<file path="src/rtl/decodificador_pt2272.sv">
// PT2272-style receiver for PT2262 frames.
// Samples the line on a prescaled tick, measures level widths, decodes
// 12 tri-state symbols per frame and raises vt after two identical frames
// whose address symbols all match A.
// Optional build macro: DECOD_MOMENTARY_EN clears D when vt drops.
// Without it, D keeps the last accepted value.
module decodificador_pt2272 #(
    parameter int unsigned PRESC      = 250,
    parameter int unsigned SYNC_MIN   = 80,
    parameter int unsigned VT_TIMEOUT = 1100
) (
    input  logic        clk,
    input  logic        reset,
    input  logic        cod_i,
    input  logic [15:0] A,
    output logic [3:0]  D,
    output logic        vt,
    output logic        sync_det
);

    localparam int unsigned TW  = (PRESC > 2) ? $clog2(PRESC) : 1;
    localparam int unsigned TOW = $clog2(VT_TIMEOUT + 1);

    typedef enum logic [2:0] {
        WAIT_SYNC,
        SYNC_LOW,
        RX_H1,
        RX_L1,
        RX_H2,
        RX_L2,
        END_H,
        END_LOW
    } state_t;

    state_t         state_q, state_d;
    logic           sync1_q, sync1_d, sync2_q, sync2_d;
    logic [TW-1:0]  tick_cnt_q, tick_cnt_d;
    logic           lvl_q, lvl_d;
    logic [7:0]     wid_q, wid_d;
    logic           synced_q, synced_d;
    logic [3:0]     idx_q, idx_d;
    logic           h1_q, h1_d, l1_q, l1_d, h2_q, h2_d;
    logic           addr_ok_q, addr_ok_d;
    logic [3:0]     data_q, data_d;
    logic           prev_valid_q, prev_valid_d;
    logic [3:0]     prev_data_q, prev_data_d;
    logic [TOW-1:0] to_q, to_d;
    logic           vt_q, vt_d;
    logic [3:0]     d_q, d_d;
    logic           sync_det_q, sync_det_d;

    logic           tick, changed, fall, rise, low_reach;
    logic           is_short, is_long;
    logic [1:0]     sym_code;
    logic           sym_err, abort, close, accept;

    // Synchronizer, sample tick and level-width measurement
    always_comb begin
        sync1_d    = cod_i;
        sync2_d    = sync1_q;
        tick       = (tick_cnt_q == TW'(PRESC - 1));
        tick_cnt_d = tick ? '0 : tick_cnt_q + TW'(1);
        changed    = tick && (sync2_q != lvl_q);
        fall       = changed && lvl_q;
        rise       = changed && !lvl_q;
        // Low level reaches SYNC_MIN on this tick (counter about to step onto it)
        low_reach  = tick && !changed && !lvl_q && (wid_q == 8'(SYNC_MIN - 1));
        lvl_d      = lvl_q;
        wid_d      = wid_q;
        if (changed) begin
            lvl_d = sync2_q;
            wid_d = 8'd1;
        end else if (tick && (wid_q != 8'hFF)) begin
            wid_d = wid_q + 8'd1;
        end
        is_short = (wid_q >= 8'd2) && (wid_q <= 8'd6);
        is_long  = (wid_q >= 8'd9) && (wid_q <= 8'd15);
    end

    // Frame FSM, symbol decode, frame compare and vt timeout
    always_comb begin
        state_d      = state_q;
        synced_d     = synced_q;
        idx_d        = idx_q;
        h1_d         = h1_q;
        l1_d         = l1_q;
        h2_d         = h2_q;
        addr_ok_d    = addr_ok_q;
        data_d       = data_q;
        prev_valid_d = prev_valid_q;
        prev_data_d  = prev_data_q;
        to_d         = to_q;
        vt_d         = vt_q;
        d_d          = d_q;
        sync_det_d   = 1'b0;
        abort        = 1'b0;
        close        = 1'b0;
        accept       = 1'b0;
        sym_code     = 2'b00;
        sym_err      = 1'b0;

        // Pattern H1 L1 H2 L2 as long-flags; L2 is the width closing now
        case ({h1_q, l1_q, h2_q, is_long})
            4'b0101: sym_code = 2'b00;
            4'b1010: sym_code = 2'b11;
            4'b0110: sym_code = 2'b01;
            default: sym_err  = 1'b1;
        endcase

        case (state_q)
            WAIT_SYNC: begin
                if (fall && is_short) begin
                    state_d  = SYNC_LOW;
                    synced_d = 1'b0;
                end
            end
            SYNC_LOW: begin
                if (low_reach && !synced_q) begin
                    sync_det_d = 1'b1;
                    synced_d   = 1'b1;
                end else if (rise) begin
                    if (synced_q) begin
                        state_d   = RX_H1;
                        idx_d     = 4'd0;
                        addr_ok_d = 1'b1;
                        data_d    = 4'd0;
                    end else begin
                        abort = 1'b1;
                    end
                end
            end
            RX_H1: begin
                if (fall) begin
                    if (is_short || is_long) begin
                        h1_d    = is_long;
                        state_d = RX_L1;
                    end else begin
                        abort = 1'b1;
                    end
                end
            end
            RX_L1: begin
                if (rise) begin
                    if (is_short || is_long) begin
                        l1_d    = is_long;
                        state_d = RX_H2;
                    end else begin
                        abort = 1'b1;
                    end
                end
            end
            RX_H2: begin
                if (fall) begin
                    if (is_short || is_long) begin
                        h2_d    = is_long;
                        state_d = RX_L2;
                    end else begin
                        abort = 1'b1;
                    end
                end
            end
            RX_L2: begin
                if (rise) begin
                    if (sym_err || !(is_short || is_long)) begin
                        abort = 1'b1;
                    end else if (idx_q < 4'd8) begin
                        addr_ok_d = addr_ok_q && (sym_code == A[{idx_q[2:0], 1'b0} +: 2]);
                    end else if (sym_code == 2'b01) begin
                        abort = 1'b1;
                    end else begin
                        data_d = {data_q[2:0], sym_code[1]};
                    end
                    if (!abort) begin
                        idx_d   = idx_q + 4'd1;
                        state_d = (idx_q == 4'd11) ? END_H : RX_H1;
                    end
                end
            end
            END_H: begin
                if (fall) begin
                    if (is_short) begin
                        state_d = END_LOW;
                    end else begin
                        abort = 1'b1;
                    end
                end
            end
            END_LOW: begin
                if (low_reach) begin
                    sync_det_d = 1'b1;
                    close      = 1'b1;
                    synced_d   = 1'b1;
                    state_d    = SYNC_LOW;
                end else if (rise) begin
                    abort = 1'b1;
                end
            end
            default: state_d = WAIT_SYNC;
        endcase

        // Expiry first so an abort or a closing frame on the same tick still applies
        if (tick && (to_q != '0)) begin
            to_d = to_q - TOW'(1);
            if (to_q == TOW'(1)) begin
                vt_d         = 1'b0;
                prev_valid_d = 1'b0;
`ifdef DECOD_MOMENTARY_EN
                d_d          = '0;
`endif
            end
        end

        if (abort) begin
            state_d      = WAIT_SYNC;
            prev_valid_d = 1'b0;
        end

        if (close) begin
            accept       = addr_ok_q && prev_valid_q && (prev_data_q == data_q);
            prev_valid_d = addr_ok_q;
            prev_data_d  = addr_ok_q ? data_q : prev_data_q;
            if (accept) begin
                vt_d = 1'b1;
                d_d  = data_q;
                to_d = TOW'(VT_TIMEOUT);
            end
        end
    end

    // State registers with synchronous reset
    always_ff @(posedge clk) begin
        if (reset) begin
            state_q      <= WAIT_SYNC;
            sync1_q      <= 1'b0;
            sync2_q      <= 1'b0;
            tick_cnt_q   <= '0;
            lvl_q        <= 1'b0;
            wid_q        <= '0;
            synced_q     <= 1'b0;
            idx_q        <= '0;
            h1_q         <= 1'b0;
            l1_q         <= 1'b0;
            h2_q         <= 1'b0;
            addr_ok_q    <= 1'b0;
            data_q       <= '0;
            prev_valid_q <= 1'b0;
            prev_data_q  <= '0;
            to_q         <= '0;
            vt_q         <= 1'b0;
            d_q          <= '0;
            sync_det_q   <= 1'b0;
        end else begin
            state_q      <= state_d;
            sync1_q      <= sync1_d;
            sync2_q      <= sync2_d;
            tick_cnt_q   <= tick_cnt_d;
            lvl_q        <= lvl_d;
            wid_q        <= wid_d;
            synced_q     <= synced_d;
            idx_q        <= idx_d;
            h1_q         <= h1_d;
            l1_q         <= l1_d;
            h2_q         <= h2_d;
            addr_ok_q    <= addr_ok_d;
            data_q       <= data_d;
            prev_valid_q <= prev_valid_d;
            prev_data_q  <= prev_data_d;
            to_q         <= to_d;
            vt_q         <= vt_d;
            d_q          <= d_d;
            sync_det_q   <= sync_det_d;
        end
    end

    assign D        = d_q;
    assign vt       = vt_q;
    assign sync_det = sync_det_q;

endmodule

</file>
<file path="config.mk">
export PLATFORM = sky130hd
export DESIGN_NAME = decodificador_pt2272
export DESIGN_NICKNAME = d
export VERILOG_FILES = /design/src/rtl/decodificador_pt2272.sv
export SDC_FILE = /design/constraint.sdc
export NUM_CORES = 1
export LEC_CHECK = 0
export ABC_AREA = 1
export BUFFER_PORTS_ARGS = -buffer_cell sky130_fd_sc_hd__buf_2
export CORE_MARGIN = 10
export CORE_UTILIZATION = 40
export CTS_BUF_LIST = sky130_fd_sc_hd__clkbuf_8
export DETAILED_ROUTE_END_ITERATION = 8
export SLEW_MARGIN = 20
export SYNTH_ARGS = -nofsm -noshare
export SYNTH_HDL_FRONTEND = slang
export SYNTH_SLANG_ARGS = --single-unit
</file>
<file path="constraint.sdc">
create_clock -name clk -period 1.63 [get_ports clk]
set_input_delay 0 -clock clk [delete_from_list [all_inputs] [get_ports clk]]
set_output_delay 0 -clock clk [all_outputs]
set_load 0.05 [all_outputs]
</file>
==> flow_summary.ini <==
[logic_synthesis]
synth_cells = 508
synth-seq-area-share = 0.3325
synth-seq-cells = 57
yosysWarnings = 0
synthFlopType = dfxtp_1
synthXorXnorAreaFrac = 0.02807
yosysMostFrequentCell = nand2_1
synth_compound_area_frac = 0.1141
synthAdderAreaFrac = 0.03646
synth_edf_count = 0
yosysTopAreaCellShare = 0.3325
muxShareOfSynthArea = 0
synth_area_leader_cell = dfxtp_1
yosys-top-cells-count = 117 x nand2_1, 64 x nor2_1, 57 x dfxtp_1
synth.distinct_cells = 41
syn_area_mm2 = 0.003432
synth-simple-area-share = 0.4061
netlist_top_cells_area = dfxtp_1 33%, nand2_1 13%, nor2_1 7.0%
syn_avg_cell_area_um2 = 6.756
synth_top_family_by_area = simple AND/OR/NAND/NOR gates
async_reset_ff_frac = 0
synth_fp_nets = 537

[final_layout]
synthToLayoutAreaGrowth_pct = 45.64
insertedDiodeCount = 0
fin_cells = 729
fin_nets = 648
drive_gt1_frac = 0.3894
finish.utilization = 0.6023

[critical_path]
critPathCaptureType = flip-flop
critPathArrivalTime_ps = 1990
startpoint = wid_q[4]
slowest_stage = dfxtp_1
slowest_delay_ps = 330
critPathCapture = state_q[2]
crit_family = simple AND/OR/NAND/NOR gates
crit_buf_inv = 1
r2r_end = state_q[2]
crit_required_ps = 1860
r2r-start = wid_q[4]
path_depth = 13
criticalPathCategory = flip-flop to flip-flop
cp_max_fo = 5
reg2regPathDepth = 13
regToRegSetupSlack_ps = -130
crit_top_cell = nand2_2
cp-start-kind = flip-flop
crit_chain = nor2_4 > nand2_2 > nor2_2 > nand2_2 > buf_4 > nand3_1 > nand2_1 > nor2_2 > nand2_2 > nor2_4 > nand3_2 > o21ai_1 > nor2_1

[power]
powerDensity_mw_per_mm2 = 601.9
p_leak_nw = 2.235
power_switching_share = 0.2196
p_switching_mw = 0.6605
p_int_mw = 2.348
power_mw = 3.008
ir_worst_vdd_uv = 421.2
pwr-share-comb = 0.041
p_seq_frac = 0.467
pwr-share-clk = 0.492

[clock_network]
numCtsBuffers = 9
path_clk_slew_ps = 70
clk_latency_ps = 340
cts_tree = built
cts_buffer_depth = 2
cts.sinks = 57
h-tree-depth = 3
cts_root_buffer = clkbuf_8

[sta]
whs_ps = 103.7
post-route-period-util = 1.079
skew_ps = 5.334
tns_ps = -2739
tightest_slew_ps = 338.1
rsz0062_at_grt = true
maxSlewViolCount = 0
max_freq_mhz = 568.7
hold_viol_final = 0
relSlewSlack = 0.7737
setup_slack_ps = -128.3
fin_crit_ps = 1758
setup_viol = 40

[floorplanning]
dieArea_mm2 = 0.01269
rows = 33
ios = 25
core_region_area_mm2 = 0.008299
die_w_um = 112.6
die_h_um = 112.6
initial_core_util = 0.4135

[grt]
grt_pass1_wl_um = 15510
grt_remaining_overflow = 0
first_global_vias = 3560
antenna_found_initial = 0
grt_max_degree = 20
grtUsageTotal = 0.1402

[routing]
drt_iter0_drc = 184
drc = 0
postRouteAntennaNets = 0
drtPass1Iterations = 5
vias = 3611
wl_um = 9083
viasPerCell = 4.953
wire_per_inst_um = 12.46

[place]
portBuffers = 24
gp_congestion = 0.8757
placedCellCount = 699
post-dp-hpwl_um = 6444

[run]
drv_cap = 0

[min_path]
hp-class = input pin to flip-flop

[status]
violations = negative setup slack
status = complete, but fails checks
kinds of logic after synthesis:
logic type,count (synthesis)
DFF,57
and+or+nand+nor,288
xor gates and xnor gates,11
adders and majority gates,10
buffers and inverters,73
AOI/OAI and AO/OA,69
registers in the layout, indices dropped and copies added, names as in the netlist:
| signal | flops |
|---|---|
| wid_q | 8 |
| data_q | 4 |
| h1_q | 1 |
| tick_cnt_q | 8 |
| idx_q | 4 |
| state_q | 3 |
| sync2_q | 1 |
| synced_q | 1 |
| sync_det | 1 |
| prev_data_q | 4 |
| lvl_q | 1 |
| l1_q | 1 |
| sync1_q | 1 |
| D | 4 |
| prev_valid_q | 1 |
| h2_q | 1 |
| addr_ok_q | 1 |
| vt | 1 |
| to_q | 11 |
power groups by stage:
stage | Clock [mW] | Sequential [mW] | Combinational (mW)
final | 1.48 | 1.40 | 0.123
after global routing | 1.58 | 1.40 | 0.139
after CTS | 1.52 | 1.40 | 0.117
after detailed placement | 0 | 1.44 | 0.107
after global placement | 0 | 1.44 | 0.103
after floorplan | 0 | 1.44 | 0.0504
worst register-to-register path: cells and delay by family (launching register included):
family	cells	cell delay, ps
AND/OR/NAND/NOR	11	1080
buffers and inverters	1	150
AO/OA/AOI/OAI	1	80
flip-flops	1	330
metrics by stage:
step	setup WS, ps	instance area, um2
floorplan	-7.236	3452
global placement	-145.7	4195
detailed placement	-223.1	4195
CTS	-180.6	4745
global route	-266.1	4999
finish	-128.3	4999
how the worst min path moves through the flow:
stage                     startpoint       end  cells after the start
after global routing           reset  idx_q[2]                      3
after global placement         cod_i   sync1_q                      3
after detailed placement       cod_i   sync1_q                      3
after floorplan                cod_i   sync1_q                      2
final                          reset        vt                      3
after CTS                      reset        vt                      3
repair_timing:
| item | CTS | global route |
|---|---|---|
| gates resized for setup | 50 | 62 |
| buffers inserted | 12 | 3 |
| endpoints found under the hold margin | 1 | 0 |
| setup endpoints to repair | 41 | 45 |
| gates cloned | 0 | 0 |
| pin swaps | 33 | 29 |
| hold buffers | 1 | 0 |
cells in the final DEF (no fill, tap or decap), types with 7 or more instances in the layout:
master	netlist	layout
nand4_1	11	11
a21oi_1	31	23
nand2_1	117	98
o21ai_2	2	7
inv_1	49	45
nor2_2	4	8
nand2_2	7	21
nand3_1	43	32
o21ai_1	14	12
nor3_1	15	7
dfxtp_1	57	52
nand2_4	3	7
buf_2	1	24
inv_2	13	13
o21ai_0	10	7
nand3_2	0	8
xor2_1	8	8
nor2_4	8	12
a21oi_2	0	7
nor2_1	64	56
buf_4	0	70
buf_6	1	8
clkbuf_8	0	10
cell type report:
type                            instances  area, um2
Fill cell                             750       3301
Multi-Input combinational cell        378       2415
Sequential cell                        57       1152
Timing Repair Buffer                  106      805.8
Inverter                               67      274.0
Clock buffer                           10      137.6
Tap cell                              105      131.4
Clock inverter                          6      82.58
metal layers:
metal / vias to the layer above / global-route usage / share of wire
met2: 58 / 0.2485 / 0.50
met1: 1655 / 0.1638 / 0.45
li1: 1883 / - / -
met4: 0 / 0.05245 / 0.017
met5: - / 0 / 0
met3: 15 / 0.02396 / 0.034
Power figures use the tool's default switching activity.
